**config.mk**
```make
export PLATFORM = sky130hd
export DESIGN_NAME = shift_reg_ctrl
export DESIGN_NICKNAME = d
export VERILOG_FILES = /design/src/rtl/shift_reg_ctrl.sv
export SDC_FILE = /design/constraint.sdc
export NUM_CORES = 1
export LEC_CHECK = 0
export BUFFER_PORTS_ARGS = -buffer_cell sky130_fd_sc_hd__buf_2
export CORE_UTILIZATION = 50
export CTS_CLUSTER_DIAMETER = 100
export DETAILED_ROUTE_END_ITERATION = 7
export PLACE_DENSITY_LB_ADDON = 0.2
export SLEW_MARGIN = 20
export SYNTH_ARGS = -nofsm -noshare
export SYNTH_HDL_FRONTEND = slang
export SYNTH_SLANG_ARGS = --single-unit
```
**constraint.sdc**
```tcl
create_clock -name clk -period 3.4 [get_ports clk]
set_input_delay 0.68 -clock clk [delete_from_list [all_inputs] [get_ports clk]]
set_output_delay 0.68 -clock clk [all_outputs]
set_load 0.01 [all_outputs]
```
**src/rtl/shift_reg_ctrl.sv**
```systemverilog
// Round-robin 2-way arbiter and load/shift sequencer for a parallel-load right-shift register.
// One granted word is loaded, then shifted out LSB first for SHIFTS cycles before the next grant.
module shift_reg_ctrl #(
    parameter int WIDTH  = 4,
    parameter int SHIFTS = 4
) (
    input  logic             clk,
    input  logic             areset,
    input  logic [1:0]       req_valid,
    input  logic [WIDTH-1:0] req_data0,
    input  logic [WIDTH-1:0] req_data1,
    output logic [1:0]       req_ready,
    output logic             sr_load,
    output logic             sr_ena,
    output logic [WIDTH-1:0] sr_in,
    input  logic [WIDTH-1:0] sr_q,
    output logic             ser_valid,
    output logic             ser_bit,
    output logic             ser_owner,
    output logic             busy,
    output logic             done
);

    localparam int CNT_W = $clog2(WIDTH) + 1;

    typedef enum logic [1:0] {
        IDLE,
        LOAD,
        SHIFT,
        DONE
    } state_t;

    state_t           state;
    logic [CNT_W-1:0] cnt;
    logic             last_grant;
    logic             grant_any;
    logic             grant_idx;
    logic             unused_sr_q;

    // Grant is only offered in IDLE; a tie goes to whoever did not own the last transfer.
    always_comb begin
        grant_any = 1'b0;
        grant_idx = 1'b0;
        if (state == IDLE && !areset && req_valid != 2'b00) begin
            grant_any = 1'b1;
            if (req_valid == 2'b11) begin
                grant_idx = ~last_grant;
            end else begin
                grant_idx = req_valid[1];
            end
        end
    end

    assign req_ready = grant_any ? (grant_idx ? 2'b10 : 2'b01) : 2'b00;
    assign ser_bit   = ser_valid & sr_q[0];

    // Only the LSB of the register is observed; the upper bits belong to the register itself.
    assign unused_sr_q = ^sr_q[WIDTH-1:1];

    always_ff @(posedge clk) begin
        if (areset) begin
            state      <= IDLE;
            cnt        <= '0;
            sr_in      <= '0;
            ser_owner  <= 1'b0;
            last_grant <= 1'b1;
            sr_load    <= 1'b0;
            sr_ena     <= 1'b0;
            ser_valid  <= 1'b0;
            busy       <= 1'b0;
            done       <= 1'b0;
        end else begin
            case (state)
                IDLE: begin
                    if (grant_any) begin
                        sr_in     <= grant_idx ? req_data1 : req_data0;
                        ser_owner <= grant_idx;
                        sr_load   <= 1'b1;
                        busy      <= 1'b1;
                        state     <= LOAD;
                    end
                end
                LOAD: begin
                    sr_load   <= 1'b0;
                    sr_ena    <= 1'b1;
                    ser_valid <= 1'b1;
                    cnt       <= '0;
                    state     <= SHIFT;
                end
                SHIFT: begin
                    cnt <= cnt + 1'b1;
                    if (cnt == CNT_W'(SHIFTS - 1)) begin
                        sr_ena    <= 1'b0;
                        ser_valid <= 1'b0;
                        done      <= 1'b1;
                        state     <= DONE;
                    end
                end
                DONE: begin
                    done       <= 1'b0;
                    busy       <= 1'b0;
                    last_grant <= ser_owner;
                    state      <= IDLE;
                end
                default: state <= IDLE;
            endcase
        end
    end

endmodule

```
Yosys cells after proc, flatten, opt, wreduce, memory -nomap -nowiden
Cells that the tools add are included.

storage, ports and cells
  flip-flop bits (word level) = 15
  input port bits = 16
  output and inout port bits = 13
  word-level logic and storage cells = 51

cells by class
  add/subtract/negate cells = 1
  equal/unequal tests = 7
  muxes and demuxes = 17
  bitwise logic cells = 2
  reductions and logical operators = 15

operators with widths
  cell                                                                   number
  2-bit AND reduction                                                    6
  2-bit nonzero test                                                     5
  2-bit 2-to-1 mux                                                       4
  1-bit one-hot mux with 2 select lines                                  4
  2-bit one-hot mux with 4 select lines                                  1
  2-bit equality test, second input constant                             3
  1-bit 2-to-1 mux                                                       6
  3-bit one-hot mux with 2 select lines                                  1
  4-bit 2-to-1 mux                                                       1
  2-bit inequality test, second input constant                           2
  3-bit by 1-bit adder with 3-bit output, second input constant          1
  3-bit by 2-bit equality test with 1-bit output, second input constant  1
  2-bit by 1-bit equality test with 1-bit output, second input constant  1
  1-bit logical AND                                                      2
  2-bit logical NOT                                                      1
  1-bit bitwise AND                                                      1
  1-bit logical NOT                                                      1
  1-bit NOT                                                              1

Logic depth before layout (Yosys ltp)
  word-level depth = 6
  depth in mapped cells = 6
  depth with buffers taken out = 5

Least setup slack after synthesis
Ideal clock, no wire load.

  path kind = input to output
  start = input port req_valid[1]
  end = output port req_ready[1]
  arrival time = 1.170 ns
  required time = 2.720 ns
  setup slack = 1.550 ns
  stages = 3
  path buffers = 1
  cell sequence = a21boi_2 > nor2b_1 > buf_4

on the way
  longest elaborated chain between the ends = 5
  elaborated cells on any way between the ends = 8
  classes of those cells = 1 x eq/ne; 5 x mux; 2 x reduce/logical

RTL lines
  element                                                    line    text
  from (decl)                                                9       input logic [1:0] req_valid,
  2-bit equality test or 2-bit nonzero test (tied branches)  46, 44
  1-bit 2-to-1 mux or 1-bit logical AND (tied branches)      46, 44
  1-bit 2-to-1 mux (*)                                       44      if (state == IDLE && !areset && req_valid != 2'b00) begin
  named net grant_idx                                        37      logic grant_idx;
  2-bit 2-to-1 mux (*) (2 in series)                         54      assign req_ready = grant_any ? (grant_idx ? 2'b10 : 2'b01) : 2'b00;
  to (decl)                                                  12      output logic [1:0] req_ready,

Mark *: on every way through the listed nets, which the timed path passes. The rest lies on a longest branch.

Final worst setup path
  start = input port req_valid[1]
  end = output port req_ready[1]

on the way
  longest elaborated chain between the ends = 5
  elaborated cells on any way between the ends = 8
  classes of those cells = 1 x eq/ne; 5 x mux; 2 x reduce/logical

RTL lines
  element                                                    line
  2-bit equality test or 2-bit nonzero test (tied branches)  46, 44
  1-bit 2-to-1 mux or 1-bit logical AND (tied branches)      46, 44
  1-bit 2-to-1 mux                                           44
  2-bit 2-to-1 mux                                           54
  2-bit 2-to-1 mux (*)                                       54

Mark *: on every way between the ends. The rest lies on a longest branch, timed or not.

==> implementation parameters <==
Parameter                              Value

Worst setup path
  Endpoint required time on the critical path ... 2.72 ns
  Delay of the slowest cell on the worst path ... 0.29 ns
  Maximum fanout count along the critical path ... 8
  Crit path cell chain ... buf_2 > a21boi_2 > nor2b_1 > buf_2
  Worst setup EP type ... output pin
  Largest delay share family, worst path ... buffers and inverters
  Critical Path AT ... 1.48 ns
  Slowest library cell on the worst path ... a21boi_2
  Category of the critical setup timing path ... input pin to output pin
  Reg-to-reg slack, setup ... 1.83 ns
  Most used cell along the critical path ... buf_2
  Type of element launching the critical path ... input pin
  Worst path buffer plus inverter count ... 2

Clocking
  Number of H-tree levels ... 1
  Clock tree sinks ... 15
  TritonCTS clock tree ... built
  Total clock buffers created by CTS ... 3
  Count of buffers added by post-CTS timing repair for setup ... 0
  Root Buffer Master ... clkbuf_4
  Worst skew pair latency ... 0.28 ns
  Hold buffer count at CTS ... 0
  Number of buffers on the longest clock path ... 2
  CTS resizes ... 0
  Clock-pin slew on the worst setup and hold paths ... 0.09 ns

STA
  Min setup slack post-route ... 1.24 ns
  Shortest period the worst path allows ... 2.16 ns
  Transition at the pin with the smallest max-transition slack ... 0.385 ns
  Final setup vio count ... 0
  Final cycle utilization of the critical path ... 0.635
  Unrepaired setup endpoints after global routing ... no
  Setup TNS ... 0 ns
  Max frequency ... 463 MHz
  Clock Skew ... 0.00226 ns
  Slew Limit Fails ... 0
  Worst relative slew slack ... 0.740
  Final Hold Fails ... 0
  Worst Hold Slack ... 0.457 ns

Yosys
  Post-synth top area share ... 0.392
  Async set or reset register ratio after synthesis ... 0
  Number of instances in the synthesized netlist ... 88
  Predominant post-synthesis flop cell ... dfxtp_1
  Leading post-synthesis cells by instance count ... dfxtp_1, inv_1, nor2_1
  Number of synthesized register bits ... 15
  Cell types occupying the most area after synthesis ... dfxtp_1, ha_1, inv_1
  Average cell area after synthesis ... 8.70 um2
  Total standard cell area after synthesis ... 766 um2
  Most instantiated library cell after synthesis ... dfxtp_1
  Sequential cell area fraction in the yosys report ... 0.392
  Cell taking the most area after synthesis ... dfxtp_1
  Post-synth EDFFs ... 0
  Number of distinct library cell variants in the gate-level netlist after synthesis ... 26
  Net count after synthesis ... 110
  Count of yosys warnings during synthesis ... 0

Global route
  Highest-utilization routing layer at the global route stage ... met1
  Initial antenna violation count ... 0
  M1 GR Usage ... 0.269
  Met3 layer usage reported by global route ... 0.0815
  Pin count of the biggest net entering global routing ... 14
  Via count of the first global-routing pass ... 461
  Wire length of the first global-routing pass ... 2050 um
  Global-route usage over all layers ... 0.198
  Sum of overflow across all layers after global routing ... 0
  Met2 track demand over resource in global routing ... 0.238

Detailed routing
  DRC violations left ... 0
  Post-DR vias/cell ... 5.40
  Wirelength per Cell ... 11.7 um
  Number of nets still failing antenna checks after routing ... 0
  Violation count after the first detailed-route iteration ... 5
  Total Wirelength ... 1490 um
  Vias ... 691
  Drt pass-1 iters ... 4

Power and ir drop
  Power Internal ... 387 uW
  Cell leakage power ... 0.432 nW
  Net Sw Power ... 229 uW
  Sequential fraction of design power ... 0.397
  Clock network fraction of total power ... 0.165
  Share of power burned in combinational logic ... 0.438
  Power density over the cells ... 675 nW/um2
  Peak ir drop on the vdd network ... 0.000364 V
  Fraction of power spent switching nets ... 0.372

Layout
  Multi-input gate area ... 405 um2
  Fraction of final layout cells sized beyond drive strength 1 ... 0.265
  Synthesis-to-finish area growth ... 19.3%
  Fin nets ... 136
  Final Instance Area ... 913 um2
  Area used by sequential logic in the layout ... 300 um2
  Count of fill cells added during filler insertion ... 128
  Total inserted antenna cells ... 0

Run
  Count of max-cap constraint violations ... 0

Die
  Die X ... 41.1 um
  Die Y ... 41.1 um
  Std-Cell Core Area ... 1370 um2
  Total Die Area ... 1690 um2
  Num ports ... 29
  Initial standard-cell utilization of the core ... 0.560
  Std-Cell Rows ... 13

Status
  Outcome ... completed

Placed design
  Cell area reported after detailed placement ... 887 um2
  Setup slack after placement ... 1.26 ns
  HPWL after DPL ... 1080 um
  Final weighted congestion in routability-driven placement ... 0.731
  Port-buffer cells ... 25

Min path
  Tightest Hold Check Type ... flip-flop to flip-flop
-- power by group through the flow --
stage          logic (mW)  registers, mW  clock network (mW)
2_1_floorplan       0.185          0.261                   0
3_3_place_gp        0.262          0.247                   0
3_5_place_dp        0.269          0.249                   0
4_1_cts             0.271          0.246               0.106
5_1_grt             0.304          0.252               0.116
6_report            0.270          0.245               0.102
-- layout by cell type (no fill, tap or decap), drive strengths merged --
master,netlist,final
nor2,10,10
nand2,4,4
dfxtp,15,15
a21boi,1,1
a21o,1,1
o21bai,1,1
nand3,1,1
a211o,1,1
buf,2,25
nand2b,6,6
o32ai,4,4
o22ai,1,1
or4b,1,1
nor2b,4,4
a2bb2oi,2,2
o21ai,2,2
o31ai,1,1
and2,1,1
o21a,1,1
clkbuf,2,4
ha,6,6
nor3b,1,1
nand3b,1,1
a22oi,4,4
a21oi,5,5
inv,10,10
-- per-layer routing --
metal  vias up  routed length (um)
met5         -                   0
met4         0                  13
met3         2                  68
met2        17                 643
met1       319                 769
li1        353                   -
-- stage by stage --
step	std cells	power, mW	util
after floorplan	88	0.446	-
after detailed placement	124	0.518	0.649
after CTS	128	0.623	0.668
after global routing	128	0.672	0.668
final	128	0.616	0.668
after global placement	124	0.509	0.649
-- state kept, by name (all words and copies together), names as in the netlist --
register	count
busy	1
done	1
ser_valid	1
state	2
last_grant	1
sr_in	4
cnt	3
sr_load	1
ser_owner	1
-- kinds of logic (layout without fill, tap and decap cells) --
kind of cell,Yosys count,count (layout),share of synthesized area
AND/OR/NAND/NOR,29,29,0.204
flip-flops,15,15,0.392
buffers and inverters,14,39,0.0784
adder cells (fa/ha/maj),6,6,0.0980
AO/OA/AOI/OAI,24,24,0.227
-- area by class of cell --
type | instances | share of cell area
multi-input cells | 59 | 0.444
flip-flops and latches | 15 | 0.329
repair buffers | 25 | 0.137
inverters | 10 | 0.0411
clock buffers | 4 | 0.0288
well taps | 15 | 0.0205
-- worst register-to-register path, stage by stage, from the launching register on --
cell and delay [ns]:
dfxtp_1 0.39, inv_1 0.08, ha_1 0.29, nor2b_1 0.19, or4b_1 0.46, o31ai_1 0.07
-- path summary, 6_finish.rpt --
kind	startpoint	endpoint	cells past startpoint
max reg2reg	state[0]	state[1]	5
max	req_valid[1]	req_ready[1]	4
min	sr_in[2]	sr_in[2]	2
min reg2reg	sr_in[2]	sr_in[2]	2
Note: power is estimated with default switching activity, not from simulation.
